[config.mk]
export PLATFORM = sky130hd
export DESIGN_NAME = fetch_unit
export DESIGN_NICKNAME = d
export VERILOG_FILES = /design/src/rtl/fetch_pkg.sv /design/src/rtl/pc_next.sv /design/src/rtl/fetch_unit.sv
export SDC_FILE = /design/constraint.sdc
export NUM_CORES = 1
export LEC_CHECK = 0
export ABC_CLOCK_PERIOD_IN_PS = 3930
export CELL_PAD_IN_SITES_DETAIL_PLACEMENT = 1
export CELL_PAD_IN_SITES_GLOBAL_PLACEMENT = 1
export CORE_ASPECT_RATIO = 1.1
export CORE_MARGIN = 3
export CORE_UTILIZATION = 31
export DETAILED_ROUTE_END_ITERATION = 8
export PLACE_DENSITY_LB_ADDON = 0.1
export SLEW_MARGIN = 20
export SYNTH_ARGS = -nofsm -noshare
export SYNTH_HDL_FRONTEND = slang
export SYNTH_SLANG_ARGS = --single-unit
[constraint.sdc]
create_clock -name clk -period 3.93 [get_ports clk]
set_input_delay 0.786 -clock clk [delete_from_list [all_inputs] [get_ports clk]]
set_output_delay 0.786 -clock clk [all_outputs]
set_load 0.01 [all_outputs]
[src/rtl/fetch_pkg.sv]
// fetch_pkg: shared definitions for the instruction fetch stage.
//   - fetch_state_e    : fetch FSM state encoding (RESET, REQ, HOLD, HALT)
//   - NOP_INSTR        : instruction presented while nothing has been fetched
//   - DEFAULT_RESET_PC : default program counter after reset
//   - addr_misaligned  : true when an address is not word aligned
//   - word_align       : clears the two byte-offset bits of an address
package fetch_pkg;

    typedef enum logic [1:0] {
        RESET = 2'd0,
        REQ   = 2'd1,
        HOLD  = 2'd2,
        HALT  = 2'd3
    } fetch_state_e;

    localparam logic [31:0] NOP_INSTR        = 32'h0000_0013;
    localparam logic [31:0] DEFAULT_RESET_PC = 32'h0000_0000;

    function automatic logic addr_misaligned(input logic [31:0] addr);
        return (addr & 32'h0000_0003) != 32'h0000_0000;
    endfunction

    function automatic logic [31:0] word_align(input logic [31:0] addr);
        return addr & 32'hFFFF_FFFC;
    endfunction

endpackage

[src/rtl/pc_next.sv]
// pc_next: purely combinational next-PC selection for the fetch stage.
// Ports:
//   pc              in  32  current program counter
//   pcsrc           in  1   take branch/jump
//   jalr            in  1   jump target comes from the ALU
//   pctarget        in  32  PC + imm
//   aluresult       in  32  rs1 + imm (JALR)
//   pc_plus4        out 32  pc + 4 (modulo 2^32)
//   next_pc         out 32  selected next program counter
//   next_misaligned out 1   selected target is not word aligned
// Build option FETCH_MISALIGN_CHECK_EN: when defined the raw target is passed
// through and its misalignment reported; otherwise the target is forced to a
// word boundary and next_misaligned is constant 0.
module pc_next
    import fetch_pkg::*;
(
    input  logic [31:0] pc,
    input  logic        pcsrc,
    input  logic        jalr,
    input  logic [31:0] pctarget,
    input  logic [31:0] aluresult,
    output logic [31:0] pc_plus4,
    output logic [31:0] next_pc,
    output logic        next_misaligned
);

    logic [31:0] target_s;

    assign pc_plus4 = pc + 32'd4;

    // Select the raw target, then align or flag it depending on the build.
    always_comb begin
        target_s = pc_plus4;
        if (!pcsrc) begin
            target_s = pc_plus4;
        end else if (jalr) begin
            // JALR clears bit 0 of the computed address.
            target_s = aluresult & 32'hFFFF_FFFE;
        end else begin
            target_s = pctarget;
        end
`ifdef FETCH_MISALIGN_CHECK_EN
        next_pc         = target_s;
        next_misaligned = addr_misaligned(target_s);
`else
        next_pc         = word_align(target_s);
        next_misaligned = 1'b0;
`endif
    end

endmodule

[src/rtl/fetch_unit.sv]
// fetch_unit: instruction fetch stage. Owns the PC, fetches one 32-bit word
// over a req/ack handshake, holds it for decode until execute accepts it, and
// then steps to the next PC chosen by pc_next.
// Ports:
//   clk, reset        clock (rising edge), asynchronous active-low reset
//   imem_req/addr     fetch request and word address (addr == PC)
//   imem_rdata/ack    returned instruction and completion strobe
//   Instr, PC         held instruction and its address
//   PCPlus4           PC + 4
//   instr_valid       Instr/PC valid
//   instr_ready       execute has completed Instr this cycle
//   PCSrc, Jalr       next-PC control from the controller
//   PCTarget          PC + imm
//   ALUResult         rs1 + imm for JALR
//   misaligned        sticky misaligned-target flag
// Build option FETCH_MISALIGN_CHECK_EN (handled in pc_next): a misaligned
// target halts fetch and sets misaligned; without it misaligned stays 0 and
// HALT is never entered.
module fetch_unit
    import fetch_pkg::*;
#(
    parameter logic [31:0] RESET_PC = DEFAULT_RESET_PC
) (
    input  logic        clk,
    input  logic        reset,
    output logic        imem_req,
    output logic [31:0] imem_addr,
    input  logic [31:0] imem_rdata,
    input  logic        imem_ack,
    output logic [31:0] Instr,
    output logic [31:0] PC,
    output logic [31:0] PCPlus4,
    output logic        instr_valid,
    input  logic        instr_ready,
    input  logic        PCSrc,
    input  logic        Jalr,
    input  logic [31:0] PCTarget,
    input  logic [31:0] ALUResult,
    output logic        misaligned
);

    fetch_state_e state_r;
    logic [31:0]  pc_r;
    logic [31:0]  instr_r;
    logic         imem_req_r;
    logic         instr_valid_r;
    logic         misaligned_r;
    logic [31:0]  pc_plus4_s;
    logic [31:0]  next_pc_s;
    logic         next_misaligned_s;

    pc_next u_pc_next (
        .pc              (pc_r),
        .pcsrc           (PCSrc),
        .jalr            (Jalr),
        .pctarget        (PCTarget),
        .aluresult       (ALUResult),
        .pc_plus4        (pc_plus4_s),
        .next_pc         (next_pc_s),
        .next_misaligned (next_misaligned_s)
    );

    // Fetch FSM with its registered outputs and the PC/instruction registers.
    always_ff @(posedge clk or negedge reset) begin
        if (!reset) begin
            state_r       <= RESET;
            pc_r          <= RESET_PC;
            instr_r       <= NOP_INSTR;
            imem_req_r    <= 1'b0;
            instr_valid_r <= 1'b0;
            misaligned_r  <= 1'b0;
        end else begin
            case (state_r)
                RESET: begin
                    state_r    <= REQ;
                    imem_req_r <= 1'b1;
                end
                REQ: begin
                    if (imem_ack) begin
                        instr_r       <= imem_rdata;
                        imem_req_r    <= 1'b0;
                        instr_valid_r <= 1'b1;
                        state_r       <= HOLD;
                    end
                end
                HOLD: begin
                    if (instr_ready) begin
                        instr_valid_r <= 1'b0;
                        if (next_misaligned_s) begin
                            // PC keeps the address of the offending jump.
                            misaligned_r <= 1'b1;
                            state_r      <= HALT;
                        end else begin
                            pc_r       <= next_pc_s;
                            imem_req_r <= 1'b1;
                            state_r    <= REQ;
                        end
                    end
                end
                HALT: begin
                    imem_req_r    <= 1'b0;
                    instr_valid_r <= 1'b0;
                end
                default: begin
                    imem_req_r    <= 1'b0;
                    instr_valid_r <= 1'b0;
                    state_r       <= RESET;
                end
            endcase
        end
    end

    assign imem_req    = imem_req_r;
    assign imem_addr   = pc_r;
    assign Instr       = instr_r;
    assign PC          = pc_r;
    assign PCPlus4     = pc_plus4_s;
    assign instr_valid = instr_valid_r;
    assign misaligned  = misaligned_r;

endmodule

**After elaboration in Yosys (flattened, before gate mapping)**

Index checks and enable logic that the tools add are counted.

- Memories: 0
- Flip-flop bits (word level): 66
- Input port bits: 102
- Output and inout bits: 131
- RAM bits: 0
- Logic and storage cells: 30
- Latch bits: 0
- ROM bits: 0

- Add/sub/neg operators: 1
- Shift-type cells: 0
- Reductions and logical operators: 8
- Bitwise logic cells: 0
- Divide/modulo/power cells: 0
- Muxes and demuxes: 11
- Eq/ne operators: 5
- Order comparisons: 0
- Multipliers: 0

Operators by type and width:

| cell | number |
|---|---|
| $mux 32 | 2 |
| $add 32x3->32 const B | 1 |
| $pmux 2 s3 | 1 |
| $reduce_and 2->1 | 3 |
| $reduce_and 3->1 | 2 |
| $reduce_bool 3->1 | 2 |
| $eq 2x2->1 const B | 2 |
| $mux 1 | 4 |
| $mux 2 | 2 |
| $ne 2x2->1 const B | 2 |
| $pmux 1 s4 | 1 |
| $pmux 1 s3 | 1 |
| $eq 2x1->1 const B | 1 |
| $logic_not 2->1 | 1 |

**Longest topological paths before layout**

- Depth in word-level cells: 3
- Gate-level depth with buffers: 7
- Gate-level depth less buffers: 5

**Modules after synthesis**

A second synthesis with hierarchy kept.

- Cells, all modules: 416
- Area, all modules: 4444.3 um2

Modules (own cells, without submodules):

| module | cells an instance | area each (um2) | sequential area each (um2) | times used |
|---|---|---|---|---|
| fetch_unit | 195 | 2972.9 | 1730.4 | 1 |
| pc_next | 221 | 1471.4 | 0.0 | 1 |

**Least setup slack after synthesis**

No wires, ideal clock.

- Kind: register -> output
- Start: reg pc_r[2] (netlist: PC[2])
- End: out PCPlus4[30]
- Arrival: 1.958 ns
- Stages on the path, launching flop included: 7
- Buffers on the path: 1
- Path slack: 1.186 ns
- Data required time: 3.144 ns
- Cell sequence: dfrtp_1 ha_1 nand3_1 or4_4 buf_6 nor4_2 xor2_1

- Longest elaborated chain between the ends: 1

RTL lines:

| what | RTL line | source |
|---|---|---|
| start, declared | fetch_unit.sv:43 | `logic [31:0] pc_r;` |
| start signal, assigned | fetch_unit.sv:94 | `pc_r <= next_pc_s;` |
| $add 32x3->32 | pc_next.sv:29 | `assign pc_plus4 = pc + 32'd4;` |
| end, declared | fetch_unit.sv:32 | `output logic [31:0] PCPlus4,` |

No other way between the ends.

**Worst setup path in the final report**

- Start: reg pc_r[3] (netlist: PC[3])
- End: out PCPlus4[30]

The elaborated chain is that of the path after synthesis.

==> parameters.txt <==
Parameter                              Value

Critical path
  Required time of the critical path    roughly 3.1 ns
  Worst reg2reg path depth    5
  Setup slack, reg-to-reg    between 1.5 and 2 ns
  Crit end category    output pin
  Reg2Reg Launch Point    PC[3]
  Cell with the biggest individual delay on the critical path    sky130_fd_sc_hd__or4_4
  Crit Path Max Fanout    11
  Launching element type of the critical path    flop
  CP endpoint    PCPlus4[30]
  Critical path class    reg -> out
  RR Endpoint    PC[22]
  Arrival time worst endpoint    between 2 and 3 ns
  Launch point of the critical path    PC[3]
  Max stage delay on crit path    around 0.57 ns
  Critical path, cell by cell    ha_1 -> nand3_1 -> or4_4 -> nor4_2 -> xor2_1 -> clkdlybuf4s50_1

Pwr
  Total Power    between 0.003 and 0.004 W
  Highest ir drop seen on vdd    ~0.00029 V
  Cell leakage power    around 2.7 nW
  Power density over the cells    between 400 and 500 mW/mm^2

Synthesis
  Part of the Yosys area used for sequential elements    0.372
  Mean Syn Cell Area    ~9.4 um^2
  Post-synth top area share    0.354
  Yosys warnings    0
  Count of cell types in the netlist    between 50 and 60
  Ranking of synthesized cells by area    sky130_fd_sc_hd__dfrtp_1, sky130_fd_sc_hd__mux2_2, sky130_fd_sc_hd__buf_4
  Synth Cell Area    ~0.0044 mm^2
  Synth Register Bits    66
  Async set-reset flop share out of synthesis    1.00
  Count of flip-flops with a built-in enable after synthesis    0
  Predominant post-synthesis flop cell    sky130_fd_sc_hd__dfrtp_1
  Post-Syn Instances    474
  Dominant cell type by area after synthesis    sky130_fd_sc_hd__dfrtp_1

Cells and area
  Most frequent cells in the layout    sky130_fd_sc_hd__clkdlybuf4s50_1, sky130_fd_sc_hd__dfrtp_1, sky130_fd_sc_hd__mux2_2
  Area growth from synthesis to final layout    54.8%
  Post-layout instance count excluding filler cells    about 840
  Most common cell after layout, fill and taps aside    sky130_fd_sc_hd__clkdlybuf4s50_1
  Fin util    0.495
  Net count, final    753
  Ratio of cells with drive above 1 in the final layout    0.127
  Number of antenna diodes    0
  Number of filler instances in the final layout    between 1500 and 2000

Clocking
  Clock tree root buffer cell    sky130_fd_sc_hd__clkbuf_16
  Later-pin clock latency in the skew report    0.33 ns
  Clock buffers created by TritonCTS    9
  Post-CTS clock slew at the launch and capture registers of the worst setup and hold paths    roughly 0.06 ns
  CTS tree    yes
  Buffer count from post-CTS setup fixing    0
  Resize count post-CTS    0
  H-tree level count    3
  Clock Tree Buf Depth    2
  Clock Sinks    66
  Post-CTS Hold Buffers    0

Timing
  Worst rel slew slack    0.391
  Final-report hold violation count    0
  Minimum period implied by the final worst setup slack    about 3.7 ns
  Highest Clock Rate    around 270 MHz
  Finish-stage setup viols    0
  Setup TNS Final    0 ns
  RSZ-0062 raised after global routing    false
  Worst Max-Slew Pin Slew    a little over 0.9 ns
  Worst clock skew    around 0.0035 ns
  Final worst path period share    0.935
  Tightest hold margin    between 0.5 and 0.6 ns
  Final number of max-transition violations    0

Placement
  Inst Count DP    slightly above 800
  Port buffer count    roughly 220
  Post-DP HPWL    around 12000 um
  Gp weighted congestion    between 0.7 and 0.8

Global routing
  Initial antenna violation count    0
  Total GRT Usage    0.200
  Maximum number of pins on one net before global-route repair    around 70
  Number of global-route vias before repair    ~4700
  First-pass GRT wire length    roughly 25000 um
  Congestion Overflow GR    0

Drt
  Total Wirelength    15900 um
  Detail Route Antenna Nets    0
  Avg WL per Cell    approximately 19 um
  Drc violations    0
  Initial DRC Count    162
  Via density    between 5 and 6
  Routed via count    4322
  Initial DRT Pass Iterations    4

Floorplanning
  Core outline area    ~0.014 mm^2
  Io pins    233
  Height of the die    approximately 130 um
  Standard-cell row count    between 40 and 50
  Die Span X    approximately 120 um
  Die area    0.0158 mm^2
  Starting density of the core    0.320

Flow run
  Max-cap viol count    0

Worst hold path
  Type of the worst min-delay path    reg -> reg

Run status
  Outcome    complete, no violations
registers in the layout, indices dropped and copies added, names as in the netlist:
register and cells:
Instr 32, PC 30, imem_req 1, instr_valid 1, state_r 2
worst min-delay path by stage:
| stage | start | to | cells after the start |
|---|---|---|---|
| after CTS | Instr[29] | Instr[29] | 1 |
| after floorplan | reset | Instr[10] | 0 |
| after detailed placement | Instr[29] | Instr[29] | 1 |
| after global routing | Instr[9] | Instr[9] | 1 |
| final | Instr[29] | Instr[29] | 1 |
| after global placement | Instr[5] | Instr[5] | 1 |
per-layer routing:
metal,vias to the layer above,global-route usage,routed length [um]
li1,2030,-,-
met1,2129,0.227,6280
met2,148,0.350,7950
met3,15,0.0814,1460
met4,0,0.0479,167
met5,-,0,0
report_power, final:
group          internal, W  switching [W]  total [W]
Combinational     0.000845       0.000528    0.00137
Clock             0.000574       0.000313   0.000887
Sequential        0.000895       0.000233    0.00113
cell usage after synthesis, types with 7 or more instances:
cell	n
sky130_fd_sc_hd__nor2_1	23
sky130_fd_sc_hd__xor2_1	8
sky130_fd_sc_hd__nand3_1	29
sky130_fd_sc_hd__a21oi_1	14
sky130_fd_sc_hd__nand2_1	19
sky130_fd_sc_hd__a22oi_1	11
sky130_fd_sc_hd__o211ai_1	7
sky130_fd_sc_hd__o21ai_0	19
sky130_fd_sc_hd__inv_1	14
sky130_fd_sc_hd__mux2_2	39
sky130_fd_sc_hd__buf_4	37
sky130_fd_sc_hd__dfrtp_1	63
sky130_fd_sc_hd__mux2i_1	22
sky130_fd_sc_hd__nand4_1	15
sky130_fd_sc_hd__clkbuf_1	27
sky130_fd_sc_hd__nor3_1	21
sky130_fd_sc_hd__xnor2_1	19
metrics by stage:
| step | instance area [um^2] | setup WS, ns |
|---|---|---|
| 5_1_grt | 6890 | 0.0370 |
| 6_report | 6890 | 0.254 |
| 2_1_floorplan | 4470 | 1.19 |
| 3_3_place_gp | 6560 | 0.580 |
| 3_5_place_dp | 6560 | 0.541 |
| 4_1_cts | 6890 | 0.157 |
area by class of cell:
class / count / area [um^2] / area share
Multi-Input combinational cell: 327 / 2340 / 0.340
Inverter: 14 / 52.6 / 0.00763
Timing Repair Buffer: 232 / 2280 / 0.331
Clock inverter: 4 / 75.1 / 0.0109
Tap cell: 188 / 235 / 0.0342
Sequential cell: 66 / 1660 / 0.241
Clock buffer: 12 / 246 / 0.0358
cell families after synthesis:
logic type,synth area share
AOI/OAI and AO/OA,0.130
DFF,0.372
buffers and inverters,0.107
adders and majority gates,0.00281
other,0.000843
and+or+nand+nor,0.185
xor gates and xnor gates,0.0532
muxes,0.148
worst max-delay path: cells and delay by family (launching register included):
family	cells	cell delay [ns]
simple gates	3	1.09
buf+inv	1	0.55
flops	1	0.45
fa+ha+maj	1	0.28
xor+xnor	1	0.17
Power figures use the tool's default switching activity.
